$ cat src/rtl/tcp_handshake_fsm.sv
// rtl/tcp_handshake_fsm.sv - single-connection TCP open/close control FSM
module tcp_handshake_fsm #(
    parameter int RETRY_CYCLES = 16,
    parameter int MAX_RETRIES  = 3,
    parameter int TW_CYCLES    = 32
) (
    input  logic       clock,
    input  logic       rst,
    input  logic       Control,
    input  logic       app_close,
    input  logic       rx_valid,
    input  logic       rx_syn,
    input  logic       rx_ack,
    input  logic       rx_fin,
    input  logic       rx_rst,
    output logic       tx_valid,
    output logic       tx_syn,
    output logic       tx_ack,
    output logic       tx_fin,
    output logic [3:0] state,
    output logic       connected,
    output logic       error
);

    localparam int TMR_MAX = (RETRY_CYCLES > TW_CYCLES) ? RETRY_CYCLES : TW_CYCLES;
    localparam int TMR_W   = $clog2(TMR_MAX + 1);
    localparam int RTY_W   = (MAX_RETRIES < 1) ? 1 : $clog2(MAX_RETRIES + 1);

    typedef enum logic [3:0] {
        CLOSED      = 4'd0,
        LISTEN      = 4'd1,
        SYN_SENT    = 4'd2,
        SYN_RCVD    = 4'd3,
        ESTABLISHED = 4'd4,
        FIN_WAIT_1  = 4'd5,
        FIN_WAIT_2  = 4'd6,
        CLOSING     = 4'd7,
        TIME_WAIT   = 4'd8,
        CLOSE_WAIT  = 4'd9,
        LAST_ACK    = 4'd10
    } state_e;

    state_e             state_q, state_d;
    logic [TMR_W-1:0]   timer_q, timer_d;
    logic [RTY_W-1:0]   retry_q, retry_d;
    logic               tx_valid_q, tx_valid_d;
    logic               tx_syn_q, tx_syn_d;
    logic               tx_ack_q, tx_ack_d;
    logic               tx_fin_q, tx_fin_d;
    logic               connected_q, connected_d;
    logic               error_q, error_d;

    logic seg_syn, seg_ack, seg_fin, seg_rst;
    assign seg_syn = rx_valid & rx_syn;
    assign seg_ack = rx_valid & rx_ack;
    assign seg_fin = rx_valid & rx_fin;
    assign seg_rst = rx_valid & rx_rst;

    always_comb begin
        state_d  = state_q;
        retry_d  = retry_q;
        tx_syn_d = 1'b0;
        tx_ack_d = 1'b0;
        tx_fin_d = 1'b0;
        error_d  = 1'b0;
        timer_d  = (state_q == SYN_SENT || state_q == TIME_WAIT) ? timer_q + 1'b1 : '0;

        // RST aborts every synchronised or closing state; illegal codes are left to the default arm
        if (seg_rst && state_q >= SYN_SENT && state_q <= LAST_ACK) begin
            state_d = CLOSED;
            error_d = 1'b1;
        end else begin
            case (state_q)
                CLOSED: begin
                    if (Control) begin
                        state_d  = SYN_SENT;
                        tx_syn_d = 1'b1;
                    end else begin
                        state_d = LISTEN;
                    end
                end
                LISTEN: begin
                    if (seg_syn && !rx_ack) begin
                        state_d  = SYN_RCVD;
                        tx_syn_d = 1'b1;
                        tx_ack_d = 1'b1;
                    end else if (Control) begin
                        state_d  = SYN_SENT;
                        tx_syn_d = 1'b1;
                    end
                end
                SYN_SENT: begin
                    if (seg_syn && rx_ack) begin
                        state_d  = ESTABLISHED;
                        tx_ack_d = 1'b1;
                    end else if (seg_syn) begin
                        state_d  = SYN_RCVD;
                        tx_syn_d = 1'b1;
                        tx_ack_d = 1'b1;
                    end else if (timer_q == TMR_W'(RETRY_CYCLES - 1)) begin
                        if (retry_q == RTY_W'(MAX_RETRIES)) begin
                            state_d = CLOSED;
                            error_d = 1'b1;
                        end else begin
                            tx_syn_d = 1'b1;
                            timer_d  = '0;
                            retry_d  = retry_q + 1'b1;
                        end
                    end
                end
                SYN_RCVD: begin
                    if (seg_ack) state_d = ESTABLISHED;
                end
                ESTABLISHED: begin
                    if (seg_fin) begin
                        state_d  = CLOSE_WAIT;
                        tx_ack_d = 1'b1;
                    end else if (app_close) begin
                        state_d  = FIN_WAIT_1;
                        tx_fin_d = 1'b1;
                    end
                end
                FIN_WAIT_1: begin
                    if (seg_fin && rx_ack) begin
                        state_d  = TIME_WAIT;
                        tx_ack_d = 1'b1;
                    end else if (seg_ack) begin
                        state_d = FIN_WAIT_2;
                    end else if (seg_fin) begin
                        state_d  = CLOSING;
                        tx_ack_d = 1'b1;
                    end
                end
                FIN_WAIT_2: begin
                    if (seg_fin) begin
                        state_d  = TIME_WAIT;
                        tx_ack_d = 1'b1;
                    end
                end
                CLOSING: begin
                    if (seg_ack) state_d = TIME_WAIT;
                end
                TIME_WAIT: begin
                    if (timer_q == TMR_W'(TW_CYCLES - 1)) state_d = CLOSED;
                end
                CLOSE_WAIT: begin
                    if (app_close) begin
                        state_d  = LAST_ACK;
                        tx_fin_d = 1'b1;
                    end
                end
                LAST_ACK: begin
                    if (seg_ack) state_d = CLOSED;
                end
                default: state_d = CLOSED;
            endcase
        end

        if (state_d != state_q) timer_d = '0;
        if (state_d != SYN_SENT) retry_d = '0;
        tx_valid_d  = tx_syn_d | tx_ack_d | tx_fin_d;
        connected_d = (state_d == ESTABLISHED);
    end

    always_ff @(posedge clock) begin
        if (rst) begin
            state_q     <= CLOSED;
            timer_q     <= '0;
            retry_q     <= '0;
            tx_valid_q  <= 1'b0;
            tx_syn_q    <= 1'b0;
            tx_ack_q    <= 1'b0;
            tx_fin_q    <= 1'b0;
            connected_q <= 1'b0;
            error_q     <= 1'b0;
        end else begin
            state_q     <= state_d;
            timer_q     <= timer_d;
            retry_q     <= retry_d;
            tx_valid_q  <= tx_valid_d;
            tx_syn_q    <= tx_syn_d;
            tx_ack_q    <= tx_ack_d;
            tx_fin_q    <= tx_fin_d;
            connected_q <= connected_d;
            error_q     <= error_d;
        end
    end

    assign state     = state_q;
    assign tx_valid  = tx_valid_q;
    assign tx_syn    = tx_syn_q;
    assign tx_ack    = tx_ack_q;
    assign tx_fin    = tx_fin_q;
    assign connected = connected_q;
    assign error     = error_q;

endmodule

$ cat config.mk
export PLATFORM = sky130hd
export DESIGN_NAME = tcp_handshake_fsm
export DESIGN_NICKNAME = d
export VERILOG_FILES = /design/src/rtl/tcp_handshake_fsm.sv
export SDC_FILE = /design/constraint.sdc
export NUM_CORES = 1
export LEC_CHECK = 0
export ABC_AREA = 1
export CORE_MARGIN = 4
export CORE_UTILIZATION = 52
export CTS_CLUSTER_SIZE = 8
export DETAILED_ROUTE_END_ITERATION = 8
export PLACE_DENSITY = 0.78
export SLEW_MARGIN = 20
export SYNTH_ARGS = -nofsm -noshare
export SYNTH_HDL_FRONTEND = slang
export SYNTH_SLANG_ARGS = --single-unit
$ cat constraint.sdc
create_clock -name clock -period 1.9 [get_ports clock]
set_input_delay 0.38 -clock clock [delete_from_list [all_inputs] [get_ports clock]]
set_output_delay 0.38 -clock clock [all_outputs]
set_load 0.03 [all_outputs]
* Word-level counts from Yosys, hierarchy flattened
Index checks and enable logic that the tools add are counted.
** Storage, ports and cells
- Register bits :: 18
- Bits of input ports :: 9
- Output and inout port bits :: 10
- Logic and storage cells :: 104
** Operators by class
- Add/sub/neg operators :: 2
- Magnitude comparators :: 2
- Eq/ne operators :: 16
- Muxes and demuxes :: 53
- Bitwise operators :: 10
- Reductions and logical operators :: 12
** Operators with widths (number)
- two-way mux 4 bit :: 18
- one-hot mux 4 bit (11 select lines) :: 1
- two-way mux 6 bit :: 7
- two-way mux 1 bit :: 23
- equality test 4 x 3 -> 1 bit (second input constant) :: 5
- equality test 4 bit (second input constant) :: 3
- equality test 4 x 2 -> 1 bit (second input constant) :: 2
- adder 6 x 1 -> 6 bit (second input constant) :: 1
- equality test 6 x 4 -> 1 bit (second input constant) :: 1
- equality test 6 x 5 -> 1 bit (second input constant) :: 1
- AND reduction 6 bit :: 1
- OR reduction 2 bit :: 3
- logical AND 1 bit :: 5
- AND 1 bit :: 4
- equality test 4 x 1 -> 1 bit (second input constant) :: 1
- >= comparator 4 x 2 -> 1 bit (second input constant) :: 1
- <= comparator 4 bit (second input constant) :: 1
- zero test 4 bit :: 1
- inequality test 4 x 2 -> 1 bit (second input constant) :: 1
- inequality test 4 bit :: 1
- NOT 1 bit :: 4
- one-hot mux 1 bit (4 select lines) :: 1
- one-hot mux 1 bit (3 select lines) :: 1
- adder 2 x 1 -> 2 bit (second input constant) :: 1
- 6 further kinds :: 7

* Longest topological paths before layout
Gate-level depths: netlist of the first run.
- Depth after elaboration :: 9
- Gate-level depth with buffers :: 13
- Depth with buffers taken out :: 13

* Worst setup path after synthesis of the first run
Ideal clock, no wire load.
- Path kind :: register to register
- Start point :: register state_q[0] (netlist: state[0])
- End point :: register timer_q[0]
- Library setup time :: 65 ps
- Data arrival time :: 1701 ps
- Setup slack :: 134 ps
- Stages on the path, launching flop included :: 14
- Clock period less this slack :: 1766 ps
- Cells stage by stage :: dfxtp_1 -> buf_4 -> inv_1 -> nor2_1 -> nand3_1 -> nand2_1 -> nor2_1 -> nand3_1 -> nand2_1 -> nand2_1 -> nand2_1 -> nor2_2 -> nand3_2 -> nor2_1
** On the way
- Word-level cells in the longest chain between the ends :: 9
** RTL lines
- start, declared :: RTL line 43 : state_e state_q, state_d;
- start signal, assigned :: RTL line 177 : state_q <= state_d;
- branches (longest 9 deep; another with one-hot mux 4 bit (11 select lines))
- end signal, assigned :: RTL line 178 : timer_q <= timer_d;
- end, declared :: RTL line 44 : logic [TMR_W-1:0] timer_q, timer_d;
Parallel ways; which one is timed is not known.
A chain may end at the register's enable or synchronous reset.

* Final worst setup path of the first run
- Start point :: input rx_fin
- End point :: register timer_q[4]
** On the way
- Word-level cells in the longest chain between the ends :: 8
** RTL lines
- start, declared :: RTL line 14 : input logic rx_fin,
- AND 1 bit (*) :: RTL line 56 : assign seg_fin = rx_valid & rx_fin;
- two-way mux 4 bit :: RTL line 129 : end else if (seg_fin) begin
- two-way mux 4 bit :: RTL line 127 : end else if (seg_ack) begin
- two-way mux 4 bit :: RTL line 124 : if (seg_fin && rx_ack) begin
- one-hot mux 4 bit (11 select lines) (*) :: RTL line 73 : case (state_q)
- two-way mux 4 bit (*) :: RTL line 69 : if (seg_rst && state_q >= SYN_SENT && state_q <= LAST_ACK) begin
- inequality test 4 bit (*) :: RTL line 159 : if (state_d != state_q) timer_d = '0;
- OR reduction 2 bit (no source line) (*)
Mark *: on every way between the ends. The rest lies on a longest branch, timed or not.

==> flow_summary.toml, run 1 <==
[clocking]
clk_path_buf_depth = 2
cts_htree_levels = 1
cts_root_buffer = "clkbuf_4"
clock_latency_ps = 280
clkTransAtPathRegs_ps = 90
cts_made_buffers = 3
clkSinkCount = 18
cts_tree = "done"
ctsHoldBuffers = 0

[synth]
syn-instance-count = 187
synth_edf_count = 0
syn_area_um2 = 1150
seq_area_frac_synth_pct = 31.4
synth_seq_cells = 18
synthMuxAreaShare_pct = 0
yosys.area.top_type_share_pct = 31.4
synth_area_leaders = "dfxtp_1, nand2_1, nor2_1, nand3_1, inv_1"
ys_warn_count = 0
synth_compound_area_share_pct = 5.56
synth_xor_area_share_pct = 1.53
synth_commonest_cells = "nand2_1, nor2_1, nand3_1, dfxtp_1, inv_1"
yosysTopAreaCell = "dfxtp_1"
synth_top_family_by_area = "simple AND/OR/NAND/NOR gates"
synth_adder_area_share_pct = 2.18
synthSimpleGateAreaFrac_pct = 51.9
postSynthAreaPerCell_um2 = 6.14
postSynthNetCount = 198
synth-main-ff-cell = "dfxtp_1"
synth.most_common_cell = "nand2_1"
async_flop_share_pct = 0
synth.distinct_cells = 23

[critical_path]
required_ps = 2090
path_buf_inv = 2
crit_type = "in2reg"
crit_fanout = 6
crit_chain = "clkdlybuf4s50_1 -> nand2_2 -> buf_4 -> nand3_1 -> nand2_1 -> nor2_1 -> nand2_1 -> nand2_1 -> nand2_1 -> nand2_1 -> nor2_2 -> nand3_4 -> nor2_1"
crit_family = "simple AND/OR/NAND/NOR gates"
slowest_stage = "clkdlybuf4s50_1"
arrival_ps = 2000
crit_top_cell = "nand2_1"
r2r_cells = 13
cp.depth = 13
cp-end-kind = "flop"
cpPeakStageDelay_ps = 470
cp-start-kind = "primary input"

[placement]
gp_congestion = 0.947
pre_cts_ws_ps = -364
dp_hpwl_um = 2560
placed_cell_area_um2 = 1450
place.port_buffers = 18

[power]
power-per-cell-area_nw_per_um2 = 590
switchingPower_mw = 0.327
netSwitchingFraction_pct = 35.2
p_total_mw = 0.928
internal_power_mw = 0.602
clock_power_share_pct = 19.0
p_leak_nw = 0.760
irDropWorstVdd_v = 0.000659
p_seq_share_pct = 44.0
power_frac_comb_pct = 37.0

[routing]
num_vias = 1339
drtIter0Drc = 57
drt_wl_total_um = 3290
drt-pass1-iter-count = 4
routed_via_density = 5.36
route.detailed.drc = 0
wl_per_cell_um = 13.2
postRouteAntennaNets = 0

[hold_path]
hold_depth = 2
holdCritPathClass = "reg2reg"

[global_route]
antenna_found_initial = 0
grt.total_usage_pct = 24.8
grt-ovfl-total = 0
grt_pass1_vias = 1263
grt_max_degree = 10
grt_pass1_wl_um = 5300

[sta]
worst_slew_pin_slew_ps = 352
period_needed_ps = 1810
hold_viol_final = 0
slew_headroom_pct = 76.5
worst_slack_ps = 90.0
slew_violations = 0
setup_viol = 0
clock.fmax_mhz = 552
finClkSkew_ps = 2.98
rsz0062_at_grt = "true"
finalCritPeriodShare_pct = 95.3

[die]
fp.dieH_um = 55
ioPinCount = 19
coreArea_um2 = 2020
fp-row-count = 16
initial_core_util_pct = 56.8
die-area_um2 = 3030
fp.dieW_um = 55

[finish]
stdcell_area_um2 = 1570
final_nets = 236
final_util_pct = 77.8
area_growth_pct = 37.0
layout-drive-gt1-share_pct = 24.2
diodes = 0

[outcome]
run_status = "finished clean"

[job]
drv_cap = 0
[flip-flops by register name, summed over array words and instances, names as in the netlist]
| name | cells |
|---|---|
| timer_q | 6 |
| connected | 1 |
| tx_syn | 1 |
| error | 1 |
| tx_valid | 1 |
| state | 4 |
| tx_fin | 1 |
| retry_q | 2 |
| tx_ack | 1 |
[final timing paths]
path / start / slack (ps) / endpoint
min reg2reg: retry_q[1] / 470 / retry_q[1]
max reg2reg: state[1] / 100 / timer_q[4]
max: rx_fin / 90 / timer_q[4]
min: retry_q[1] / 470 / retry_q[1]
[metal layers]
metal	vias up	part of all wire [%]	GRT usage (%)	routed length [um]
li1	671	-	-	-
met1	593	41	28.5	1340
met2	64	49	43.3	1620
met3	11	8.0	7.24	264
met4	0	2.2	8.91	73
met5	-	0	0	0
[worst register-to-register path: cells and delay by family, from the launching register on]
family                 cells  cell delay, ps
AND/OR/NAND/NOR           12            1220
buffers and inverters      1             160
flip-flops                 1             370
[layout by cell type, fill, tap and decap left out, drive strengths merged]
| cell type | instances |
|---|---|
| a21oi | 7 |
| a31oi | 1 |
| and3 | 3 |
| buf | 18 |
| clkbuf | 3 |
| clkdlybuf4s50 | 13 |
| dfxtp | 18 |
| dlygate4sd2 | 2 |
| dlymetal6s2s | 3 |
| ha | 2 |
| inv | 17 |
| nand2 | 59 |
| nand3 | 26 |
| nand3b | 1 |
| nor2 | 41 |
| nor3 | 2 |
| o211ai | 1 |
| o21ai | 3 |
| or2 | 1 |
| xor2 | 2 |
[power groups by stage]
stage	logic (mW)	clock network (mW)	registers [mW]
after floorplan	0.154	0	0.441
after global placement	0.289	0	0.415
after detailed placement	0.297	0	0.416
after CTS	0.300	0.184	0.407
after global routing	0.373	0.197	0.410
final	0.343	0.177	0.409
[logic make-up (layout without fill, tap and decap cells)]
logic type | count (synthesis) | after routing
flip-flops | 18 | 18
XOR/XNOR | 2 | 2
buffers and inverters | 20 | 56
AND/OR/NAND/NOR | 133 | 133
adder cells (fa/ha/maj) | 2 | 2
AO/OA/AOI/OAI | 12 | 12
[stage by stage]
| stage | hold WS [ps] | std cells | TNS, ps |
|---|---|---|---|
| after floorplan | 441 | 187 | 0 |
| after CTS | 476 | 246 | 0 |
| after global routing | 498 | 250 | -124 |
| after detailed placement | 461 | 243 | -2720 |
| final | 469 | 250 | 0 |
| after global placement | 451 | 243 | -2370 |
[what timing repair did]
action	CTS	global route
endpoints found under the setup margin	8	10
setup buffers	0	4
cloned	0	0
pin swaps	0	6
resized for setup	5	27
[layout make-up]
| type | count | area (um^2) |
|---|---|---|
| flip-flops and latches | 18 | 364 |
| fillers | 155 | 448 |
| multi-input cells | 149 | 769 |
| repair buffers | 36 | 320 |
| well taps | 27 | 33.8 |
| clock buffers | 3 | 22.5 |
| inverters | 17 | 63.8 |
No activity file was read; power rests on OpenSTA's default activity.
==> run 2, diff against run 1 <==
--- a/config.mk
+++ b/config.mk
@@ -7,10 +7,11 @@
 export LEC_CHECK = 0
 export ABC_AREA = 1
 export CORE_MARGIN = 4
-export CORE_UTILIZATION = 52
+export CORE_UTILIZATION = 54
+export CTS_BUF_LIST = sky130_fd_sc_hd__clkbuf_4 sky130_fd_sc_hd__clkbuf_8
 export CTS_CLUSTER_SIZE = 8
 export DETAILED_ROUTE_END_ITERATION = 8
-export PLACE_DENSITY = 0.78
+export PLACE_DENSITY = 0.81
 export SLEW_MARGIN = 20
 export SYNTH_ARGS = -nofsm -noshare
 export SYNTH_HDL_FRONTEND = slang
==> run 2 against run 1 <==
Design area shrank 1.7%. Routed wire length rose by 0.43%. Sequential share of layout area grew 0.39 points. Clock skew about the same. Fmax is 2.3% lower. Hold slack better by 24 ps. Cell count up 0.40%. Total power rose by 4.8%. First-iteration DRC count is 30% higher. Non-clock buffer count unchanged. Combinational power fell by 7.0%. Critical path depth down 2. Critical path type unchanged. Critical endpoint is now timer_q[0].
==> flow_summary.toml, run 2 (synthesis results as in run 1) <==
[outcome]
run_status = "finished clean"

[clocking]
cts_tree = "done"
clock_latency_ps = 300
cts_htree_levels = 1
clkSinkCount = 18
cts_root_buffer = "clkbuf_4"
ctsHoldBuffers = 0
clk_path_buf_depth = 2
cts_made_buffers = 3
clkTransAtPathRegs_ps = 100

[critical_path]
crit_type = "in2reg"
required_ps = 2150
crit_chain = "clkdlybuf4s50_1 -> nor2_1 -> nand3_1 -> o21ai_0 -> nor2_1 -> nand3_2 -> nand2_2 -> nand2_1 -> nand2_1 -> nand3_4 -> nor2_1"
cp-start-kind = "primary input"
cpPeakStageDelay_ps = 550
worstReg2RegStart = "timer_q[0]"
slowest_stage = "clkdlybuf4s50_1"
crit_fanout = 6
arrival_ps = 2100
startpoint = "rx_ack"
cp-end-kind = "flop"
crit_top_cell = "nor2_1"

[die]
die-area_um2 = 2930
fp.dieH_um = 54.1
initial_core_util_pct = 58.0
fp-row-count = 16
coreArea_um2 = 1980
ioPinCount = 19
fp.dieW_um = 54.1

[routing]
wl_per_cell_um = 13.2
drtIter0Drc = 74
num_vias = 1349
route.detailed.drc = 0
drt-pass1-iter-count = 5
postRouteAntennaNets = 0
routed_via_density = 5.37
drt_wl_total_um = 3310

[sta]
slew_headroom_pct = 78.1
slew_violations = 0
finClkSkew_ps = 2.83
finalCritPeriodShare_pct = 97.5
worst_slew_pin_slew_ps = 328
hold_slack_ps = 493
setup_viol = 0
hold_viol_final = 0
setup-tns-final_ps = 0
period_needed_ps = 1850
clock.fmax_mhz = 540

[global_route]
grt.total_usage_pct = 24.1
grt_max_degree = 11
antenna_found_initial = 0
grt_pass1_wl_um = 5070
grt-ovfl-total = 0
grt_pass1_vias = 1203

[finish]
layout-drive-gt1-share_pct = 20.1
regMostFlops = "timer_q"
diodes = 0
final_cell_mix = "nand2_1, nor2_1, nand3_1"
largest_reg_flops = 6
final_common_cell = "nand2_1"
final_nets = 236
area_growth_pct = 34.7
instances_no_fill = 251
final_util_pct = 78.1

[placement]
dp.cells = 246
place.port_buffers = 18
dp_hpwl_um = 2500
gp_congestion = 1.00

[power]
irDropWorstVdd_v = 0.000497
power-per-cell-area_nw_per_um2 = 629
p_leak_nw = 0.761

[hold_path]
min_from = "retry_q[1]"
holdCritPathClass = "reg2reg"

[job]
drv_cap = 0
==> run 2: worst paths after layout <==
kind | to | slack, ps | cells after the start
worst max-delay path | timer_q[0] | 50 | 11
worst min-delay path | retry_q[1] | 490 | 2
worst max register to register | timer_q[0] | 70 | 11
worst min register to register | retry_q[1] | 490 | 2
==> run 2: final cells by class <==
class,instances,area (um^2)
multi-input combinational,149,732
fill,142,434
sequential,18,364
inverter,17,63.8
tap,27,33.8
timing repair buffer,36,318
clock buffer,4,36.3
==> run 2: repair_timing <==
item,in CTS,in global routing
setup endpoints to repair,4,11
pin swaps,0,4
buffers inserted,0,1
gates resized for setup,4,12
==> run 2: per-stage QoR <==
stage          instance area (um^2)  worst slack (ps)  total power [mW]
4_1_cts                        1510              15.5             0.955
5_1_grt                        1550             -66.1              1.01
3_3_place_gp                   1470              -288             0.710
3_5_place_dp                   1470              -331             0.714
6_report                       1550              48.1             0.973
2_1_floorplan                  1150               134             0.596
==> run 2: power breakdown <==
part | leakage, nW | internal, mW | switching (mW)
sequential | 0.147 | 0.394 | 0.0160
combinational | 0.593 | 0.124 | 0.195
clock | 0.0210 | 0.117 | 0.127
total | 0.761 | 0.635 | 0.338
==> run 2: worst max-delay path: cells and delay by family <==
| kind | cells | cell delay, ps |
|---|---|---|
| compound gates | 1 | 110 |
| simple gates | 9 | 1040 |
| buf+inv | 1 | 550 |
==> run 2: routing by layer <==
| layer | track usage, % | up-vias | share of wire, % |
|---|---|---|---|
| met5 | 0 | - | 0 |
| met4 | 12.9 | 0 | 1.5 |
| met3 | 3.32 | 7 | 7.8 |
| met2 | 39.2 | 76 | 50 |
| met1 | 30.4 | 595 | 41 |
| li1 | - | 671 | - |
